==> config.mk <==
export PLATFORM = sky130hd
export DESIGN_NAME = tx_arbiter
export DESIGN_NICKNAME = d
export VERILOG_FILES = /design/src/rtl/tx_arbiter.sv
export SDC_FILE = /design/constraint.sdc
export NUM_CORES = 1
export LEC_CHECK = 0
export BUFFER_PORTS_ARGS = -buffer_cell sky130_fd_sc_hd__buf_2
export CORE_ASPECT_RATIO = 0.9
export CORE_MARGIN = 8
export CORE_UTILIZATION = 47
export CTS_CLUSTER_DIAMETER = 120
export DETAILED_ROUTE_END_ITERATION = 10
export PLACE_DENSITY = 0.74
export SLEW_MARGIN = 20
export SYNTH_ARGS = -nofsm -noshare
export SYNTH_HDL_FRONTEND = slang
export SYNTH_SLANG_ARGS = --single-unit
==> constraint.sdc <==
create_clock -name clk -period 2.1 [get_ports clk]
set_clock_uncertainty 0.05 [all_clocks]
set_input_delay 0.105 -clock clk [delete_from_list [all_inputs] [get_ports clk]]
set_output_delay 0.105 -clock clk [all_outputs]
set_load 0.05 [all_outputs]
==> src/rtl/tx_arbiter.sv <==
// tx_arbiter: shares the Econet TX datapath between the host (SPI) frame source
// and the local ACK generator. It grants one source per frame, pulses tx_go,
// feeds words on a strobe/request interface, inserts a flag-fill gap between
// frames, and aborts a frame on datapath underflow or a stalled source.
// Optional feature macro: TX_ARB_STATS_EN adds the frames_ok/frames_abort counters.
//
// Handshake: a source word moves when <src>_valid and <src>_ready are both high
// in the same cycle. Ready is only raised for the granted source, in FEED, while
// the datapath requests a word and no underflow is reported.
module tx_arbiter #(
    parameter int GAP_CYCLES   = 16,
    parameter int WORD_TIMEOUT = 255,
    parameter int CNT_W        = 8
) (
    input  logic        clk,
    input  logic        reset_n,
    input  logic        host_req,
    input  logic [15:0] host_data,
    input  logic        host_valid,
    output logic        host_ready,
    output logic        host_grant,
    input  logic        ack_req,
    input  logic [15:0] ack_data,
    input  logic        ack_valid,
    output logic        ack_ready,
    output logic        ack_grant,
    output logic [15:0] tx_data,
    output logic        tx_strobe,
    input  logic        tx_request,
    output logic        tx_go,
    input  logic        tx_underflow,
    output logic        flag_fill,
    output logic        frame_done,
    output logic        frame_abort
`ifdef TX_ARB_STATS_EN
    ,
    output logic [15:0] frames_ok,
    output logic [15:0] frames_abort
`endif
);

    localparam int GAP_W = (GAP_CYCLES > 1) ? $clog2(GAP_CYCLES + 1) : 1;
    localparam logic [GAP_W-1:0] GAP_LAST     = GAP_W'(GAP_CYCLES - 1);
    localparam logic [CNT_W-1:0] TIMEOUT_LAST = CNT_W'(WORD_TIMEOUT - 1);
    localparam logic [15:0]      ABORT_WORD   = 16'h8000;

    typedef enum logic [2:0] {
        S_IDLE,
        S_START,
        S_FEED,
        S_STROBE,
        S_ABORT,
        S_GAP
    } state_t;

    state_t           r_state;
    logic             r_host_grant;
    logic             r_ack_grant;
    logic             r_last_ack;     // 1: most recent grant went to ACK
    logic             r_tx_go;
    logic             r_tx_strobe;
    logic [15:0]      r_tx_data;
    logic             r_flag_fill;
    logic             r_frame_done;
    logic             r_frame_abort;
    logic             r_eop;          // eop bit of the word currently being strobed
    logic [CNT_W-1:0] r_timeout_cnt;
    logic [GAP_W-1:0] r_gap_cnt;

    logic             w_host_wins;
    logic             w_valid;
    logic [15:0]      w_word;
    logic             w_accept;

    // ACK is favoured, but host gets the next frame after an ACK frame.
    assign w_host_wins = host_req && (!ack_req || r_last_ack);
    // Grants are mutually exclusive, so muxing on host grant selects the owner.
    assign w_valid     = r_host_grant ? host_valid : ack_valid;
    assign w_word      = r_host_grant ? host_data  : ack_data;
    // Underflow wins over a coincident accept: the word stays in the source.
    assign w_accept    = (r_state == S_FEED) && tx_request && w_valid && !tx_underflow;
    assign host_ready  = w_accept && r_host_grant;
    assign ack_ready   = w_accept && r_ack_grant;

    assign host_grant  = r_host_grant;
    assign ack_grant   = r_ack_grant;
    assign tx_data     = r_tx_data;
    assign tx_strobe   = r_tx_strobe;
    assign tx_go       = r_tx_go;
    assign flag_fill   = r_flag_fill;
    assign frame_done  = r_frame_done;
    assign frame_abort = r_frame_abort;

    // Frame scheduler FSM with registered outputs; pulses default low every cycle.
    always_ff @(posedge clk or negedge reset_n) begin
        if (!reset_n) begin
            r_state       <= S_IDLE;
            r_host_grant  <= 1'b0;
            r_ack_grant   <= 1'b0;
            r_last_ack    <= 1'b0;
            r_tx_go       <= 1'b0;
            r_tx_strobe   <= 1'b0;
            r_tx_data     <= 16'h0000;
            r_flag_fill   <= 1'b1;
            r_frame_done  <= 1'b0;
            r_frame_abort <= 1'b0;
            r_eop         <= 1'b0;
            r_timeout_cnt <= '0;
            r_gap_cnt     <= '0;
        end else begin
            r_tx_go       <= 1'b0;
            r_tx_strobe   <= 1'b0;
            r_frame_done  <= 1'b0;
            r_frame_abort <= 1'b0;
            case (r_state)
                S_IDLE: begin
                    if (host_req || ack_req) begin
                        r_host_grant  <= w_host_wins;
                        r_ack_grant   <= !w_host_wins;
                        r_last_ack    <= !w_host_wins;
                        r_tx_go       <= 1'b1;
                        r_flag_fill   <= 1'b0;
                        r_timeout_cnt <= '0;
                        r_state       <= S_START;
                    end
                end
                S_START: begin
                    r_state <= S_FEED;
                end
                S_FEED: begin
                    if (tx_underflow) begin
                        r_state <= S_ABORT;
                    end else if (w_accept) begin
                        r_tx_data     <= w_word;
                        r_tx_strobe   <= 1'b1;
                        r_eop         <= w_word[15];
                        r_timeout_cnt <= '0;
                        r_state       <= S_STROBE;
                    end else if (tx_request) begin
                        // Datapath is waiting and the owner has nothing to give.
                        if (r_timeout_cnt == TIMEOUT_LAST) begin
                            r_state <= S_ABORT;
                        end else begin
                            r_timeout_cnt <= r_timeout_cnt + CNT_W'(1);
                        end
                    end
                end
                S_STROBE: begin
                    // tx_request is stale here; the datapath has not seen the strobe yet.
                    if (tx_underflow) begin
                        r_state <= S_ABORT;
                    end else if (r_eop) begin
                        r_frame_done <= 1'b1;
                        r_host_grant <= 1'b0;
                        r_ack_grant  <= 1'b0;
                        r_flag_fill  <= 1'b1;
                        r_gap_cnt    <= '0;
                        r_state      <= S_GAP;
                    end else begin
                        r_state <= S_FEED;
                    end
                end
                S_ABORT: begin
                    // Close the frame on the line with an empty eop word.
                    r_tx_data     <= ABORT_WORD;
                    r_tx_strobe   <= 1'b1;
                    r_frame_abort <= 1'b1;
                    r_host_grant  <= 1'b0;
                    r_ack_grant   <= 1'b0;
                    r_flag_fill   <= 1'b1;
                    r_gap_cnt     <= '0;
                    r_state       <= S_GAP;
                end
                S_GAP: begin
                    if (r_gap_cnt == GAP_LAST) begin
                        r_state <= S_IDLE;
                    end else begin
                        r_gap_cnt <= r_gap_cnt + GAP_W'(1);
                    end
                end
                default: begin
                    r_state <= S_IDLE;
                end
            endcase
        end
    end

`ifdef TX_ARB_STATS_EN
    logic [15:0] r_frames_ok;
    logic [15:0] r_frames_abort;

    assign frames_ok    = r_frames_ok;
    assign frames_abort = r_frames_abort;

    // Saturating completion/abort counters, cleared only by reset.
    always_ff @(posedge clk or negedge reset_n) begin
        if (!reset_n) begin
            r_frames_ok    <= 16'h0000;
            r_frames_abort <= 16'h0000;
        end else begin
            if (r_frame_done && (r_frames_ok != 16'hFFFF)) begin
                r_frames_ok <= r_frames_ok + 16'd1;
            end
            if (r_frame_abort && (r_frames_abort != 16'hFFFF)) begin
                r_frames_abort <= r_frames_abort + 16'd1;
            end
        end
    end
`endif

endmodule

==> flow_summary.ini <==
[outcome]
status = finished clean

[sta]
worst_slew_pin_slew_ns = 0.450
finalSetupViolCount = 0
rsz0062_at_grt = no
period_needed_ns = 2.00
fmax_ghz = 0.499
relSlewSlack_pct = 70.0
finalHoldViolCount = 0
finalSetupTns_ns = 0
finalMaxSlewViolations = 0
fin_crit_sh_pct = 95.4

[clocking]
htree_levels = 2
path_clk_slew_ns = 0.08
insertion_delay_ns = 0.29
clockBufferDepth = 2
clock_sinks = 41
cts_tree = built
postCtsSetupRepairBufs = 0
cts-root-buf = clkbuf_8
cts_buffers = 5

[die]
die_h_um = 82.6
die_area_mm2 = 0.00743
io_pins = 65
rows = 24
initial_core_util_pct = 48.2
die_x_um = 90.0
fp.coreArea_mm2 = 0.00480

[synth]
yosysSeqAreaShare_pct = 44.4
syn-num-nets = 263
ys_ff_latch = 41
yosys_warnings = 0
ys_types = 51
syn_avg_cell_area_um2 = 10.6
synth-edff-count = 0
synth_flop_cell = dfrtp_1
mappedNetlistArea_mm2 = 0.00231
synthCells = 219
ys_async_sr_fraction_pct = 100

[route]
vias_per_cell = 5.46
wirelength_mm = 5.29
drt_first_iter_violations = 77
firstDrtPassIters = 4
drc = 0
num_vias = 1917
wire_per_inst_um = 15.1
ant_nets = 0

[pwr]
seqPwrFrac_pct = 32.1
power_density_mw_per_mm2 = 1420
pwr-share-clk_pct = 16.6
swShare_pct = 46.5
intPower_w = 0.00214
switchingPower_w = 0.00186
ir_worst_vdd_v = 0.000767
combPwrFrac_pct = 51.3
cellLeakagePower_nw = 1.33

[global_routing]
grt_pass1_wl_mm = 8.61
grt_max_degree = 32
track_usage_pct = 14.1
grt_pass1_vias = 1846
grt-ovfl-total = 0
antenna_found_initial = 0

[critical_path]
cp.required_ns = 1.95
startpoint_type = register
critPathMaxStageDelay_ns = 0.50
cp.arrival_ns = 1.85
worstPathCellList = nor4b_4 > and3_2 > and2_1 > buf_2
cp_max_fo = 10
cp_slowest_cell = dfrtp_1
worstSetupEndpointType = primary output
path_class = register to primary output

[hold_path]
hp-class = input port to register

[finish]
fillers = 429
utilization_pct = 58.5
antenna_cells = 0
syn2layout_area_growth_pct = 21.4
drive_gt1_share_pct = 35.3
layout_commonest_cell = buf_2
num-nets-final = 329
layout_common_cells = buf_2 (63), dfrtp_1 (40), nand2_1 (27)

[place]
portBuffers = 64
dp_hpwl_mm = 4.03
gp_congestion = 0.828

[flow_run]
maxCapViolations = 0
-- power by group through the flow --
stage	Clock (W)	Combinational [W]	Sequential, W
final	0.000662	0.00205	0.00128
after global routing	0.000702	0.00221	0.00132
after CTS	0.000676	0.00207	0.00128
after detailed placement	0	0.00207	0.00130
after global placement	0	0.00203	0.00128
after floorplan	0	0.00104	0.00187
-- sequential cells by signal (all words and copies together) (netlist names), 3 cells and up --
signal	count
r_timeout_cnt	8
r_gap_cnt	5
tx_data	16
r_state	3
-- layout make-up --
cell class / instances / area [um2] / share of cell area (%)
Tap cell: 65 / 81.3 / 2.89
Inverter: 7 / 26.3 / 0.935
Clock buffer: 6 / 82.6 / 2.94
Clock inverter: 2 / 37.5 / 1.34
Sequential cell: 41 / 1030 / 36.6
Multi-Input combinational cell: 156 / 1150 / 41.1
Timing Repair Buffer: 74 / 400 / 14.2
-- metal layers --
layer	track usage (%)	wire [um]
met1	16.9	2390
met2	23.1	2350
met3	5.60	512
met4	4.31	44
met5	0	0
-- metrics by stage --
step / setup WS [ns] / total power, W / instance area, um2 / cells / hold slack, ns
finish: 0.0962 / 0.00399 / 2810 / 351 / 0.0873
global route: 0.00814 / 0.00423 / 2810 / 351 / 0.0895
CTS: 0.0230 / 0.00403 / 2810 / 351 / 0.0832
detailed placement: 0.256 / 0.00336 / 2680 / 342 / 0.0340
global placement: 0.301 / 0.00331 / 2680 / 342 / 0.0309
floorplan: 0.185 / 0.00291 / 2310 / 219 / -0.241
-- final timing paths --
| path | start | to | slack, ns | depth (start not counted) |
|---|---|---|---|---|
| max | r_state[2] | ack_ready | 0.1 | 4 |
| min | ack_data[5] | tx_data[5] | 0.09 | 3 |
| max reg2reg | r_gap_cnt[0] | r_gap_cnt[3] | 0.23 | 7 |
| min reg2reg | flag_fill | flag_fill | 0.42 | 2 |
| max in group asynchronous | reset_n | flag_fill | 1.15 | 3 |
| min in group asynchronous | reset_n | tx_data[5] | 0.25 | 2 |
-- synthesized netlist by cell type, types with 3 or more instances --
cell type | number | area, um2
o31ai_1 | 16 | 120
inv_1 | 7 | 26.3
a21o_1 | 5 | 37.5
nor2_1 | 6 | 22.5
clkbuf_1 | 3 | 11.3
a21oi_1 | 8 | 40.0
mux2i_1 | 16 | 160
mux2_2 | 4 | 45.0
nand2_1 | 27 | 101
nor3_1 | 3 | 15.0
and3_1 | 3 | 18.8
a22o_1 | 3 | 26.3
ha_1 | 4 | 50.1
buf_2 | 5 | 25.0
o21ai_0 | 5 | 25.0
nand2b_1 | 4 | 25.0
dfrtp_1 | 40 | 1000
o2bb2ai_1 | 3 | 26.3
buf_6 | 5 | 56.3
a31oi_1 | 10 | 62.6
-- kinds of logic (layout without fill, tap and decap cells) --
family,count (synthesis),in the layout,synth area share (%)
AO/OA/AOI/OAI,68,68,22.5
buffers and inverters,22,89,5.78
flip-flops,41,41,44.4
AND/OR/NAND/NOR,63,63,15.4
adder cells (fa/ha/maj),4,4,2.16
multiplexers,21,21,9.84
-- repair_timing --
action                                 4_1_cts  5_1_grt
setup endpoints to repair                    0        2
resized for setup                            0        2
endpoints found under the hold margin       18        0
hold buffers                                 1        0
-- worst max-delay path, delay by kind of cell (launching register included) --
family / cells / cell delay (ns)
buffers and inverters: 1 / 0.25
flip-flops: 1 / 0.50
AND/OR/NAND/NOR: 3 / 0.81
Power figures use the tool's default switching activity.
